--- src/rtl/fetch_unit.sv ---
// Instruction fetch stage: PC, req/gnt/rvalid memory reads, 2-entry buffer towards decode.
// Optional FETCH_ALIGN_CHECK_EN: misaligned redirect targets stall fetch and raise fetch_misaligned.
module fetch_unit #(
  parameter logic [31:0] RESET_PC = 32'h0000_0000
) (
  input  logic        clk,
  input  logic        reset,
  output logic        imem_req,
  output logic [31:0] imem_addr,
  input  logic        imem_gnt,
  input  logic        imem_rvalid,
  input  logic [31:0] imem_rdata,
  input  logic        redirect,
  input  logic [31:0] redirect_pc,
  output logic        instr_valid,
  output logic [31:0] instr,
  output logic [31:0] instr_pc,
  output logic [31:0] instr_pc_plus4,
  input  logic        instr_ready
`ifdef FETCH_ALIGN_CHECK_EN
  ,
  output logic        fetch_misaligned
`endif
);

  logic [31:0] fetchPc;
  logic [31:0] bufInstr [2];
  logic [31:0] bufPc [2];
  logic        bufWrPtr;
  logic        bufRdPtr;
  logic [1:0]  bufCount;
  logic [31:0] pcQueue [2];
  logic        pcqWrPtr;
  logic        pcqRdPtr;
  logic [1:0]  inflight;
  logic [1:0]  dropCnt;

  logic        issueAccept;
  logic        bufWrite;
  logic        dropResp;
  logic        popFire;
  logic [2:0]  creditUsed;
  logic [1:0]  dropSum;
  logic [1:0]  dropOnRedirect;
  logic        fetchStall;
  logic [31:0] targetPc;

`ifdef FETCH_ALIGN_CHECK_EN
  logic misalignedReg;

  always_ff @(posedge clk) begin
    if (reset) begin
      misalignedReg <= 1'b0;
    end else if (redirect) begin
      misalignedReg <= |redirect_pc[1:0];
    end
  end

  assign fetch_misaligned = misalignedReg;
  assign fetchStall       = misalignedReg;
  assign targetPc         = redirect_pc;
`else
  assign fetchStall = 1'b0;
  assign targetPc   = redirect_pc & ~32'h0000_0003;
`endif

  assign popFire  = instr_valid && instr_ready;
  assign dropResp = imem_rvalid && (dropCnt != 2'd0);
  // A response with nothing outstanding is a protocol error and is simply ignored.
  assign bufWrite = imem_rvalid && (dropCnt == 2'd0) && (inflight != 2'd0)
                    && !redirect && !reset;

  // The entry leaving the buffer this cycle frees its credit immediately, which is
  // what sustains one instruction per cycle with a single-cycle memory.
  assign creditUsed = 3'(inflight) + 3'(dropCnt) + 3'(bufCount) - 3'(popFire);

  assign imem_req    = !reset && !redirect && !fetchStall && (creditUsed < 3'd2);
  assign imem_addr   = fetchPc;
  assign issueAccept = imem_req && imem_gnt;

  // Everything still outstanding becomes stale; a response landing now is discarded too.
  assign dropSum        = dropCnt + inflight;
  assign dropOnRedirect = (imem_rvalid && (dropSum != 2'd0)) ? dropSum - 2'd1 : dropSum;

  always_ff @(posedge clk) begin
    if (reset) begin
      fetchPc  <= RESET_PC;
      bufWrPtr <= 1'b0;
      bufRdPtr <= 1'b0;
      bufCount <= 2'd0;
      pcqWrPtr <= 1'b0;
      pcqRdPtr <= 1'b0;
      inflight <= 2'd0;
      dropCnt  <= 2'd0;
    end else if (redirect) begin
      fetchPc  <= targetPc;
      bufWrPtr <= 1'b0;
      bufRdPtr <= 1'b0;
      bufCount <= 2'd0;
      pcqWrPtr <= 1'b0;
      pcqRdPtr <= 1'b0;
      inflight <= 2'd0;
      dropCnt  <= dropOnRedirect;
    end else begin
      if (issueAccept) begin
        fetchPc  <= fetchPc + 32'd4;
        pcqWrPtr <= ~pcqWrPtr;
      end
      if (dropResp) begin
        dropCnt <= dropCnt - 2'd1;
      end
      if (bufWrite) begin
        bufWrPtr <= ~bufWrPtr;
        pcqRdPtr <= ~pcqRdPtr;
      end
      if (popFire) begin
        bufRdPtr <= ~bufRdPtr;
      end
      bufCount <= bufCount + 2'(bufWrite) - 2'(popFire);
      inflight <= inflight + 2'(issueAccept) - 2'(bufWrite);
    end
  end

  for (genvar gi = 0; gi < 2; gi++) begin : gEntry
    always_ff @(posedge clk) begin
      if (issueAccept && (pcqWrPtr == 1'(gi))) begin
        pcQueue[gi] <= fetchPc;
      end
      if (bufWrite && (bufWrPtr == 1'(gi))) begin
        bufInstr[gi] <= imem_rdata;
        bufPc[gi]    <= pcQueue[pcqRdPtr];
      end
    end
  end

  assign instr_valid    = (bufCount != 2'd0);
  assign instr          = instr_valid ? bufInstr[bufRdPtr] : 32'h0000_0013;
  assign instr_pc       = instr_valid ? bufPc[bufRdPtr] : 32'h0000_0000;
  assign instr_pc_plus4 = instr_pc + 32'd4;

endmodule

--- config.mk ---
export PLATFORM = sky130hd
export DESIGN_NAME = fetch_unit
export DESIGN_NICKNAME = d
export VERILOG_FILES = /design/src/rtl/fetch_unit.sv
export SDC_FILE = /design/constraint.sdc
export NUM_CORES = 1
export LEC_CHECK = 0
export CAP_MARGIN = 20
export CORE_UTILIZATION = 40
export DETAILED_ROUTE_END_ITERATION = 8
export GPL_TIMING_DRIVEN = 0
export SYNTH_ARGS = -nofsm -noshare
export SYNTH_HDL_FRONTEND = slang
export SYNTH_SLANG_ARGS = --single-unit
export TNS_END_PERCENT = 1
--- constraint.sdc ---
create_clock -name clk -period 7 [get_ports clk]
set_clock_uncertainty 0.05 [all_clocks]
set_input_delay 0.7 -clock clk [delete_from_list [all_inputs] [get_ports clk]]
set_output_delay 0.7 -clock clk [all_outputs]
set_load 0.03 [all_outputs]
# Yosys cells after proc, flatten, opt, wreduce, memory -nomap -nowiden
# Memories as Yosys holds them, arrays and structs flattened. A register that Yosys moved wholly into a read port is not among the register bits.
# Index checks and enable logic that the tools add are counted.
[word_totals] in_bits=70 ram_bits=192 out_inout_bits=130 elab_cells=86 memories=3 regBits=42
[classes] n_mux=30 n_reduce_logical=27 addsub=12 bitwise_logic=4 order_cmp=1
[mem_list] name="bufInstr" depth=2 word_bits=32 read_ports=1 rd_clocked_by_memory_dff=1 write_ports=1 line_no="27" text="logic [31:0] bufInstr [2];"
[mem_list] name="bufPc" depth=2 word_bits=32 read_ports=1 rd_clocked_by_memory_dff=1 write_ports=1 line_no="28" text="logic [31:0] bufPc [2];"
[mem_list] name="pcQueue" depth=2 word_bits=32 read_ports=1 rd_clocked_by_memory_dff=1 write_ports=1 line_no="32" text="logic [31:0] pcQueue [2];"
[op_table] operator="2-to-1 mux 32 bit" n=7
[op_table] operator="OR reduction 32 bit" n=3
[op_table] operator="adder 32 x 3 -> 32 bit (second input constant)" n=2
[op_table] operator="2-to-1 mux 1 bit" n=20
[op_table] operator="logical AND 1 bit" n=14
[op_table] operator="nonzero test 2 bit" n=6
[op_table] operator="2-to-1 mux 2 bit" n=3
[op_table] operator="adder 2 x 1 -> 2 bit" n=2
[op_table] operator="inverter 1 bit" n=4
[op_table] operator="subtractor 2 x 1 -> 2 bit" n=2
[op_table] operator="subtractor 2 x 1 -> 2 bit (second input constant)" n=2
[op_table] operator="adder 2 x 2 -> 3 bit" n=1
[op_table] operator="adder 3 x 2 -> 3 bit" n=1
[op_table] operator="< comparator 3 x 2 -> 1 bit (second input constant)" n=1
[op_table] operator="subtractor 3 x 1 -> 3 bit" n=1
[op_table] operator="adder 2 bit" n=1
[op_table] operator="logical NOT 1 bit" n=2
[op_table] operator="logical NOT 2 bit" n=1
[op_table] operator="OR reduction 2 bit" n=1

# Depth between registers and ports, before layout
# Gate-level depths: netlist (run 1).
[depth] depth_word=11 depth_mapped=18

# Least setup slack after synthesis (run 1)
# OpenSTA, ideal clock, no wires.
[synth_path] path_kind="input to register" startpoint="input reset" endpoint="memory bufInstr[0][0], enable pin" setup_ns=0.558 slack_ns=0.916 t_arrival_ns=5.475 required_ns=6.392 path_stages=4 n_path_buf=2 cell_sequence="clkbuf_1 or2_1 clkbuf_1 nor3_1"
[synth_via] elab_chain_len=7
[synth_lines] item="from (decl)" line_no="7" text="input logic reset,"
[synth_lines] item="logical NOT 1 bit (*)" line_no="71" text="&& !redirect && !reset;"
[synth_lines] item="logical AND 1 bit (*)" line_no="71"
[synth_lines] item="logical AND 1 bit" line_no="129" text="if (bufWrite && (bufWrPtr == 1'(gi))) begin"
[synth_lines] item="2-to-1 mux 1 bit" line_no="129"
[synth_lines] item="2-to-1 mux 1 bit (not written as such)" line_no="130" text="bufInstr[gi] <= imem_rdata;"
[synth_lines] item="OR reduction 32 bit (no line)"
[synth_lines] item="2-to-1 mux 1 bit (no line)"
[synth_lines] item="to (decl)" line_no="27"
# Every way passes the cells marked *; elsewhere a longest branch is shown, timed or not.

# Final worst setup path (run 1)
[layout_path] startpoint="register bufCount[0]" endpoint="output instr_pc_plus4[28]"
[layout_via] elab_chain_len=3
[layout_lines] item="from (decl)" line_no="31" text="logic [1:0] bufCount;"
[layout_lines] item="from (signal assigned)" line_no="119" text="bufCount <= bufCount + 2'(bufWrite) - 2'(popFire);"
[layout_lines] item="nonzero test 2 bit" line_no="136" text="assign instr_valid = (bufCount != 2'd0);"
[layout_lines] item="2-to-1 mux 32 bit" line_no="138" text="assign instr_pc = instr_valid ? bufPc[bufRdPtr] : 32'h0000_0000;"
[layout_lines] item="adder 32 x 3 -> 32 bit" line_no="139" text="assign instr_pc_plus4 = instr_pc + 32'd4;"
[layout_lines] item="to (decl)" line_no="18" text="output logic [31:0] instr_pc_plus4,"
# Every way passes these cells.

==> out/metrics.yaml, run 1 <==
status:
  status: "finished, final reports clean"
sta:
  tightest_slew_ps: 957
  slew_violations: 0
  setup_tns_ps: 0
  hold_viol_final: 0
  timing.final.ws_setup_ps: 1190
  slew_headroom_pct: 35.6
  hold_slack_ps: 451
  finalSetupViolCount: 0
  rsz0062_at_grt: "false"
  max_freq_mhz: 172
  fin_crit_sh_pct: 83.0
  period_needed_ps: 5810
synth:
  synth_most_common_cell: "edfxtp_1"
  synth_edf_count: 184
  synth-seq-area-share_pct: 63.4
  synth_fa_ha_area_share_pct: 1.57
  synth_mux_area_share_pct: 10.8
  synth.area.top_cells: "edfxtp_1 55%, dfxtp_1 8.4%, mux2i_1 6.4%"
  synthXorXnorAreaFrac_pct: 3.98
  synth_compound_gate_area_share_pct: 4.89
  synth_common_cells: "184 x edfxtp_1, 89 x nor2_1, 64 x mux2i_1"
  yosysUniqueCellTypes: 51
  synth-simple-area-share_pct: 12.5
  syn_area_um2: 10000
  async_flop_share_pct: 0
  yosysTopAreaCellShare_pct: 55.0
  synth_ff_type: "edfxtp_1"
  synth_top_family_by_area: "simple AND/OR/NAND/NOR gates"
  ys_warn_count: 0
  yosysTopAreaCell: "edfxtp_1"
  syn_avg_cell_area_um2: 12.9
  ys_ff_latch: 226
  synthCells: 780
grt:
  grt_pass1_vias: 6582
  grt_pass1_wl_um: 36900
  grt_overflow_total: 0
  grtUsageTotal_pct: 18.2
  grt_max_degree: 63
  antenna_found_initial: 0
power_and_ir_drop:
  pwr_density_cell_nw_per_um2: 222
  p_total_mw: 2.95
  ir_worst_vdd_uv: 177
  leakagePower_nw: 4.37
clock_tree:
  h-tree-depth: 1
  cts_setup_buffers: 0
  clock_sinks: 226
  cts_max_path_buffers: 3
  clk_pin_slew_ps: 60
  insertion_delay_ps: 520
  cts_buffers: 25
  cts_hold_buf: 0
  cts_tree: "yes"
  cts_root_buf: "clkbuf_16"
  cts_resized: 0
floorplanning:
  coreArea_um2: 24500
  die_h_um: 160
  ios: 200
  rows: 57
  die-area_um2: 25700
  die_w_um: 160
  start_util_pct: 41.0
drt:
  dr.first_iter.drc_count: 444
  via_per_inst: 4.97
  vias: 6724
  drt_wl_total_um: 23400
  dr.pass1.iters: 5
  wl_per_cell_um: 17.3
  drcViolationCount: 0
  antenna_left: 0
place:
  post_dp_cell_area_um2: 12500
  gp_congestion: 0.815
  place_inst: 1307
  io_buffers: 190
  dp_hpwl_um: 16900
  dpl_worst_slack_ps: 1430
layout:
  final_util_pct: 54.3
  n_antenna_cell: 0
  regArea_um2: 6370
  area_delta_synth_final_pct: 32.4
  fillers: 2018
  drive_above_1_share_pct: 10.7
  multi_input_area_um2: 3420
  stdcell_area_um2: 13300
  instances_no_fill: 1352
  final_nets: 1092
critical_path:
  end_kind: "output port"
  critPathLaunchType: "register"
  crit_arrival_ps: 5060
  cp_max_fo: 10
  path_class: "reg2out"
  required_ps: 6250
  rrSetupSlack_ps: 1510
hold_path:
  hp-class: "reg2reg"
flow_run:
  cap_violations: 0
## worst max-delay path: stages, from the launching register on
cell,delay (ps)
dfxtp_1,430
nor2_1,220
clkbuf_1,320
buf_2,270
buf_2,220
buf_1,270
nor2_1,240
ha_1,250
o21ai_0,140
a211oi_1,480
nand4_2,360
nor4_1,470
xor2_1,180
clkdlybuf4s50_1,690
## sequential cells by signal, summed over array words and instances, names as in the netlist, named ones only
signal     cells
inflight       2
bufCount       2
bufPc         60
imem_addr     30
bufInstr      64
bufRdPtr       1
bufWrPtr       1
dropCnt        2
pcqRdPtr       1
pcQueue       60
pcqWrPtr       1
## routing by layer
metal	wire, µm	global-route usage (%)	vias up
met4	261	4.03	0
li1	-	-	3334
met1	11100	26.0	3139
met2	10600	28.9	232
met5	0	0	-
met3	1460	3.25	19
## final timing paths
kind | depth (start not counted) | endpoint | start
min reg2reg | 2 | bufRdPtr | bufRdPtr
max | 13 | instr_pc_plus4[28] | bufCount[0]
min | 2 | bufRdPtr | bufRdPtr
max reg2reg | 13 | pcQueue[0][24] | bufCount[1]
## logic make-up after synthesis
kind of cell / count (synthesis)
AND/OR/NAND/NOR: 249
AO/OA/AOI/OAI: 82
adder cells (fa/ha/maj): 12
flip-flops: 226
other: 1
buffers and inverters: 63
multiplexers: 103
XOR/XNOR: 44
## report_power, final
part / internal, mW / leakage, nW / switching [mW] / total, mW
logic: 0.0856 / 1.98 / 0.0929 / 0.179
registers: 1.47 / 2.02 / 0.0254 / 1.50
clock network: 0.768 / 0.378 / 0.503 / 1.27
total: 2.33 / 4.37 / 0.621 / 2.95
## final cells by class
type	count	share of cell area, %
Sequential cell	226	47.9
Buffer	42	1.59
Tap cell	324	3.05
Clock buffer	32	4.91
Inverter	21	0.593
Clock inverter	13	1.10
Timing Repair Buffer	198	15.1
Multi-Input combinational cell	496	25.7
## placed cells by master, fill, tap and decap left out, drive strengths merged, types with 2 or more instances in the layout
cell           Yosys  layout
nor4              15      15
nand3b             8       8
and4               5       5
nand3             22      22
mux2              39      39
nor2              89      89
a21o               2       2
nand4             20      20
a21oi             35      35
xor2              22      22
nor2b              4       4
edfxtp           184     184
or3                5       5
dfxtp             42      42
inv               21      22
nand2b             9       9
buf               22      30
and2               7       7
o21ai             18      18
nand2             42      42
ha                11      11
o21a               2       2
mux2i             64      64
clkbuf            20      52
and3               2       2
a31oi             10      10
clkdlybuf4s50      0     190
xnor2             21      21
a211oi             8       8
bufinv             0       3
clkinv             0       6
nor3b              2       2
nor3              16      16
conb               1       6
clkinvlp           0       3
Power figures use the tool's default switching activity.
==> inputs of run 2 (changes only) <==
--- a/config.mk
+++ b/config.mk
@@ -9,6 +9,7 @@
 export CORE_UTILIZATION = 40
 export DETAILED_ROUTE_END_ITERATION = 8
 export GPL_TIMING_DRIVEN = 0
+export PLACE_DENSITY = 0.67
 export SYNTH_ARGS = -nofsm -noshare
 export SYNTH_HDL_FRONTEND = slang
 export SYNTH_SLANG_ARGS = --single-unit
==> constraint.sdc (replaced) <==
create_clock -name clk -period 4.7 [get_ports clk]
set_clock_uncertainty 0.05 [all_clocks]
set_input_delay 0.47 -clock clk [delete_from_list [all_inputs] [get_ports clk]]
set_output_delay 0.47 -clock clk [all_outputs]
set_load 0.03 [all_outputs]
==> out/metrics.yaml, run 2 (synthesis gave the netlist of run 1 again) <==
power_and_ir_drop:
  p_int_mw: 3.43
  p_comb_share_pct: 6.1
  p_sw_mw: 0.948
  pwr_density_cell_nw_per_um2: 329
  leakagePower_nw: 4.44
  power_frac_seq_pct: 51.0
  ir_worst_vdd_uv: 204
  power_frac_clock_pct: 42.9
  switching_share_pct: 21.7
layout:
  top_register: "bufInstr"
  n_antenna_cell: 0
  final_cell_mix: "184 x edfxtp_1, 178 x clkdlybuf4s50_1, 87 x nor2_1"
  largest_register_ffs: 64
  drive_above_1_share_pct: 12.4
  area_delta_synth_final_pct: 32.7
  stdcell_area_um2: 13300
  reg_top3: "bufInstr x64, bufPc x60, pcQueue x60"
  final_nets: 1089
  final_common_cell: "edfxtp_1"
  instances_no_fill: 1348
critical_path:
  crit_arrival_ps: 4140
  cp_max_fo: 10
  end_kind: "output port"
  critPathMostFrequentCell: "buf_4"
  required_ps: 4180
  cp_num_buf_inv: 7
  cpMaxStageDelayCell: "clkdlybuf4s15_1"
  worstPathCellList: "buf_2, buf_6, buf_4, buf_4, buf_4, mux2_2, nand2_1, inv_1, ha_1, o21ai_0, a211oi_2, nand4_4, nor4_2, xor2_1, clkdlybuf4s15_1"
  critPathLaunchType: "register"
  critical-path-top-delay-family: "buffers and inverters"
  rr_worst_depth: 15
  slowest_delay_ps: 390
  path_class: "reg2out"
  cp.depth: 15
sta:
  period_needed_ps: 4660
  rsz0062_at_grt: "true"
  fin_crit_sh_pct: 99.2
  hold_viol_final: 0
  timing.final.ws_setup_ps: 37.5
  tightest_slew_ps: 1070
  slew_headroom_pct: 28.3
  finalSetupViolCount: 0
  slew_violations: 0
  max_freq_mhz: 214
clock_tree:
  cts_buffers: 24
  clock_sinks: 226
  clk_pin_slew_ps: 60
  insertion_delay_ps: 530
  cts_tree: "yes"
  cts_max_path_buffers: 3
  cts_hold_buf: 0
  cts_root_buf: "clkbuf_16"
  h-tree-depth: 1
grt:
  grt_pass1_vias: 6677
  grt_pass1_wl_um: 36700
  grtUsageTotal_pct: 18.1
  grt_overflow_total: 0
  antenna_found_initial: 0
  grt_max_degree: 63
status:
  status: "finished, final reports clean"
drt:
  wl_per_cell_um: 17.5
  vias: 6829
  antenna_left: 0
  drt_wl_total_um: 23600
  dr.pass1.iters: 5
  dr.first_iter.drc_count: 367
  drcViolationCount: 0
  via_per_inst: 5.07
hold_path:
  min_path_cells: 2
  hp-class: "in2reg"
flow_run:
  cap_violations: 0
floorplanning:
  coreArea_um2: 24500
  die-area_um2: 25700
  die_w_um: 160
  die_h_um: 160
  rows: 57
  start_util_pct: 41.0
  ios: 200
place:
  io_buffers: 190
  place_inst: 1303
  gp_congestion: 0.878
  dpl_worst_slack_ps: -960
  post_dp_cell_area_um2: 12500
  dp_hpwl_um: 16800
run 2: per-stage QoR:
stage	setup TNS [ps]	hold slack (ps)	utilization [%]	total power, mW
floorplan	-14390	422	-	2.40
global placement	-198140	437	50.6	2.53
detailed placement	-59420	454	51.0	2.54
CTS	-99.0	319	54.5	4.42
global route	-678	338	54.5	4.51
finish	0	334	54.5	4.38
run 2: routing by layer:
layer,up-vias,track usage [%],share of wire (%)
met1,3212,24.8,46
li1,3326,-,-
met2,254,29.9,46
met3,37,2.69,6.0
met5,-,0,0
met4,0,5.28,1.9
run 2: final timing paths:
| path | start | endpoint | slack [ps] |
|---|---|---|---|
| setup / recovery | register | instr_pc_plus4[24] | 40 |
| hold / removal | reset | dropCnt[0] | 330 |
| setup reg to reg | bufCount[1] | pcQueue[1][28] | 300 |
| hold reg to reg | bufRdPtr | bufRdPtr | 470 |
run 2: cell type report:
cell class                 instances  area, µm²
buffer                            40        210
clock buffer                      27        612
timing repair buffer             197       2010
clock inverter                    16        174
sequential                       226       6370
fill                            2043      11100
multi-input combinational        497       3470
inverter                          21       78.8
tap                              324        405
run 2: power groups by stage:
| stage | Sequential [mW] | Combinational [mW] | Clock (mW) |
|---|---|---|---|
| after global routing | 2.24 | 0.290 | 1.98 |
| after global placement | 2.27 | 0.260 | 0 |
| after floorplan | 2.29 | 0.111 | 0 |
| final | 2.23 | 0.268 | 1.88 |
| after CTS | 2.23 | 0.270 | 1.91 |
| after detailed placement | 2.27 | 0.265 | 0 |
run 2: worst reg2reg max path: stages (launching register included):
cell and delay (ps):
dfxtp_1 370, nor2_4 270, clkbuf_2 310, inv_1 180, nand2_1 270, nor2_1 100
fa_1 500, inv_1 40, ha_1 200, xnor3_1 380, nor4b_4 270, buf_4 170
buf_4 180, buf_2 260, and2_4 340, buf_16 190
run 2: what timing repair did:
action                                  CTS  global route
gates cloned                              1             0
setup buffers                             3             0
resized for setup                        28            11
endpoints found under the setup margin  104            59
pin swaps                                 3             0
hold endpoints to repair                  0             0
==> inputs of run 3 (changes only) <==
--- a/config.mk
+++ b/config.mk
@@ -5,11 +5,11 @@
 export SDC_FILE = /design/constraint.sdc
 export NUM_CORES = 1
 export LEC_CHECK = 0
+export ABC_CLOCK_PERIOD_IN_PS = 4700
 export CAP_MARGIN = 20
-export CORE_UTILIZATION = 40
+export CORE_UTILIZATION = 25
 export DETAILED_ROUTE_END_ITERATION = 8
 export GPL_TIMING_DRIVEN = 0
-export PLACE_DENSITY = 0.67
 export SYNTH_ARGS = -nofsm -noshare
 export SYNTH_HDL_FRONTEND = slang
 export SYNTH_SLANG_ARGS = --single-unit
==> constraint.sdc (replaced) <==
create_clock -name clk -period 4.7 [get_ports clk]
set_clock_uncertainty 0.05 [all_clocks]
set_input_delay 0.47 -clock clk [delete_from_list [all_inputs] [get_ports clk]]
set_output_delay 0.47 -clock clk [all_outputs]
set_load 0.02 [all_outputs]
==> out/metrics.yaml, run 3 (synthesis gave the netlist of run 1 again) <==
status:
  status: "finished with violations"
  violations: "design-rule violations"
critical_path:
  crit_arrival_ps: 4050
  end_kind: "output port"
  critical-path-top-delay-family: "buffers and inverters"
  cp_num_buf_inv: 6
  cp_max_fo: 28
  worstPathCellList: "buf_2, buf_8, buf_6, mux2_2, nand2_1, inv_1, ha_1, o21ai_0, a211oi_2, buf_4, nand4_4, nor4_4, xor2_1, clkdlybuf4s50_1"
  required_ps: 4180
  cpMaxStageDelayCell: "clkdlybuf4s50_1"
  path_class: "reg2out"
  critPathLaunchType: "register"
  slowest_delay_ps: 620
floorplanning:
  die_w_um: 202
  start_util_pct: 25.3
  die-area_um2: 41000
  ios: 200
  rows: 73
  coreArea_um2: 39600
  die_h_um: 202
layout:
  drive_above_1_share_pct: 13.3
  n_antenna_cell: 0
  area_delta_synth_final_pct: 38.2
  largest_register_ffs: 64
  final_cell_mix: "184 x edfxtp_1, 184 x clkdlybuf4s50_1, 86 x nor2_1"
  reg_top3: "bufInstr x64, bufPc x60, pcQueue x60"
  fillers: 3911
  final_util_pct: 35.0
  final_nets: 1095
  top_register: "bufInstr"
  instances_no_fill: 1558
power_and_ir_drop:
  p_comb_share_pct: 5.7
  p_sw_mw: 0.981
  ir_worst_vdd_uv: 231
  power_frac_seq_pct: 48.3
  leakagePower_nw: 4.64
  pwr_density_cell_nw_per_um2: 334
  p_int_mw: 3.65
  switching_share_pct: 21.2
  power_frac_clock_pct: 46.0
clock_tree:
  cts_max_path_buffers: 3
  cts_buffers: 26
  insertion_delay_ps: 540
  clk_pin_slew_ps: 60
  clock_sinks: 226
  cts_tree: "yes"
  cts_root_buf: "clkbuf_16"
  h-tree-depth: 1
drt:
  vias: 6981
  wl_per_cell_um: 17.5
  dr.first_iter.drc_count: 390
  antenna_left: 0
  drt_wl_total_um: 27200
  dr.pass1.iters: 7
  drcViolationCount: 2
  via_per_inst: 4.48
place:
  dp_hpwl_um: 19900
  gp_congestion: 0.865
  place_inst: 1506
  io_buffers: 190
  dpl_worst_slack_ps: -1060
sta:
  max_freq_mhz: 219
  period_needed_ps: 4570
  slew_violations: 0
  setup_tns_ps: 0
  rsz0062_at_grt: "true"
  fin_crit_sh_pct: 97.1
  tightest_slew_ps: 990
  finalSetupViolCount: 0
  timing.final.ws_setup_ps: 135
  slew_headroom_pct: 33.4
  hold_viol_final: 0
  hold_slack_ps: 337
grt:
  grt_max_degree: 62
  antenna_found_initial: 0
  grtUsageTotal_pct: 13.0
  grt_pass1_vias: 6859
  grt_pass1_wl_um: 41000
  grt_overflow_total: 0
hold_path:
  hp-class: "in2reg"
flow_run:
  cap_violations: 0
[run 3: changes by cell type in the layout (fill, tap and decap cells not counted), sizes merged]
cell	delta
bufinv	+1
clkinvlp	+1
buf	+5
clkdlybuf4s50	+6
clkinv	-4
clkdlybuf4s15	-4
dlymetal6s2s	+2
clkbuf	+2
[run 3: metrics by stage]
stage	instance area (µm²)	power [mW]
2_1_floorplan	10100	2.39
3_3_place_gp	12600	2.53
3_5_place_dp	12800	2.53
4_1_cts	13800	4.68
5_1_grt	13900	4.79
6_report	13900	4.63
[run 3: power groups by stage]
| stage | Sequential [mW] | Clock [mW] | Combinational, mW |
|---|---|---|---|
| after floorplan | 2.28 | 0 | 0.107 |
| after global placement | 2.27 | 0 | 0.252 |
| after detailed placement | 2.28 | 0 | 0.258 |
| after CTS | 2.23 | 2.19 | 0.264 |
| after global routing | 2.24 | 2.26 | 0.285 |
| final | 2.23 | 2.13 | 0.262 |
[run 3: final timing paths]
path	cells past startpoint	slack [ps]	endpoint	startpoint
max	14	130	instr_pc_plus4[28]	register
max reg2reg	15	260	pcQueue[1][13]	bufCount[1]
min reg2reg	2	460	bufRdPtr	bufRdPtr
min	2	340	dropCnt[0]	reset
[run 3: final cells by class]
cell class	count	area [µm²]	area share, %
Tap cell	525	657	4.74
Sequential cell	226	6370	45.9
Inverter	21	78.8	0.568
Multi-Input combinational cell	497	3540	25.5
Timing Repair Buffer	202	2090	15.1
Clock buffer	34	732	5.28
Clock inverter	14	190	1.37
Buffer	39	210	1.52
[run 3: layer usage]
layer,global-route usage (%),up-vias,wire [µm]
met5,0,-,0
met4,4.43,0,561
met3,2.08,38,1730
met2,20.6,243,12300
met1,17.9,3358,12600
li1,-,3342,-
[run 3: what timing repair did]
item                       4_1_cts  5_1_grt
setup buffers                    6        0
cloned                           1        0
hold buffers                     0        0
pin swaps                        4        0
setup endpoints to repair      104       22
resized for setup               25       11
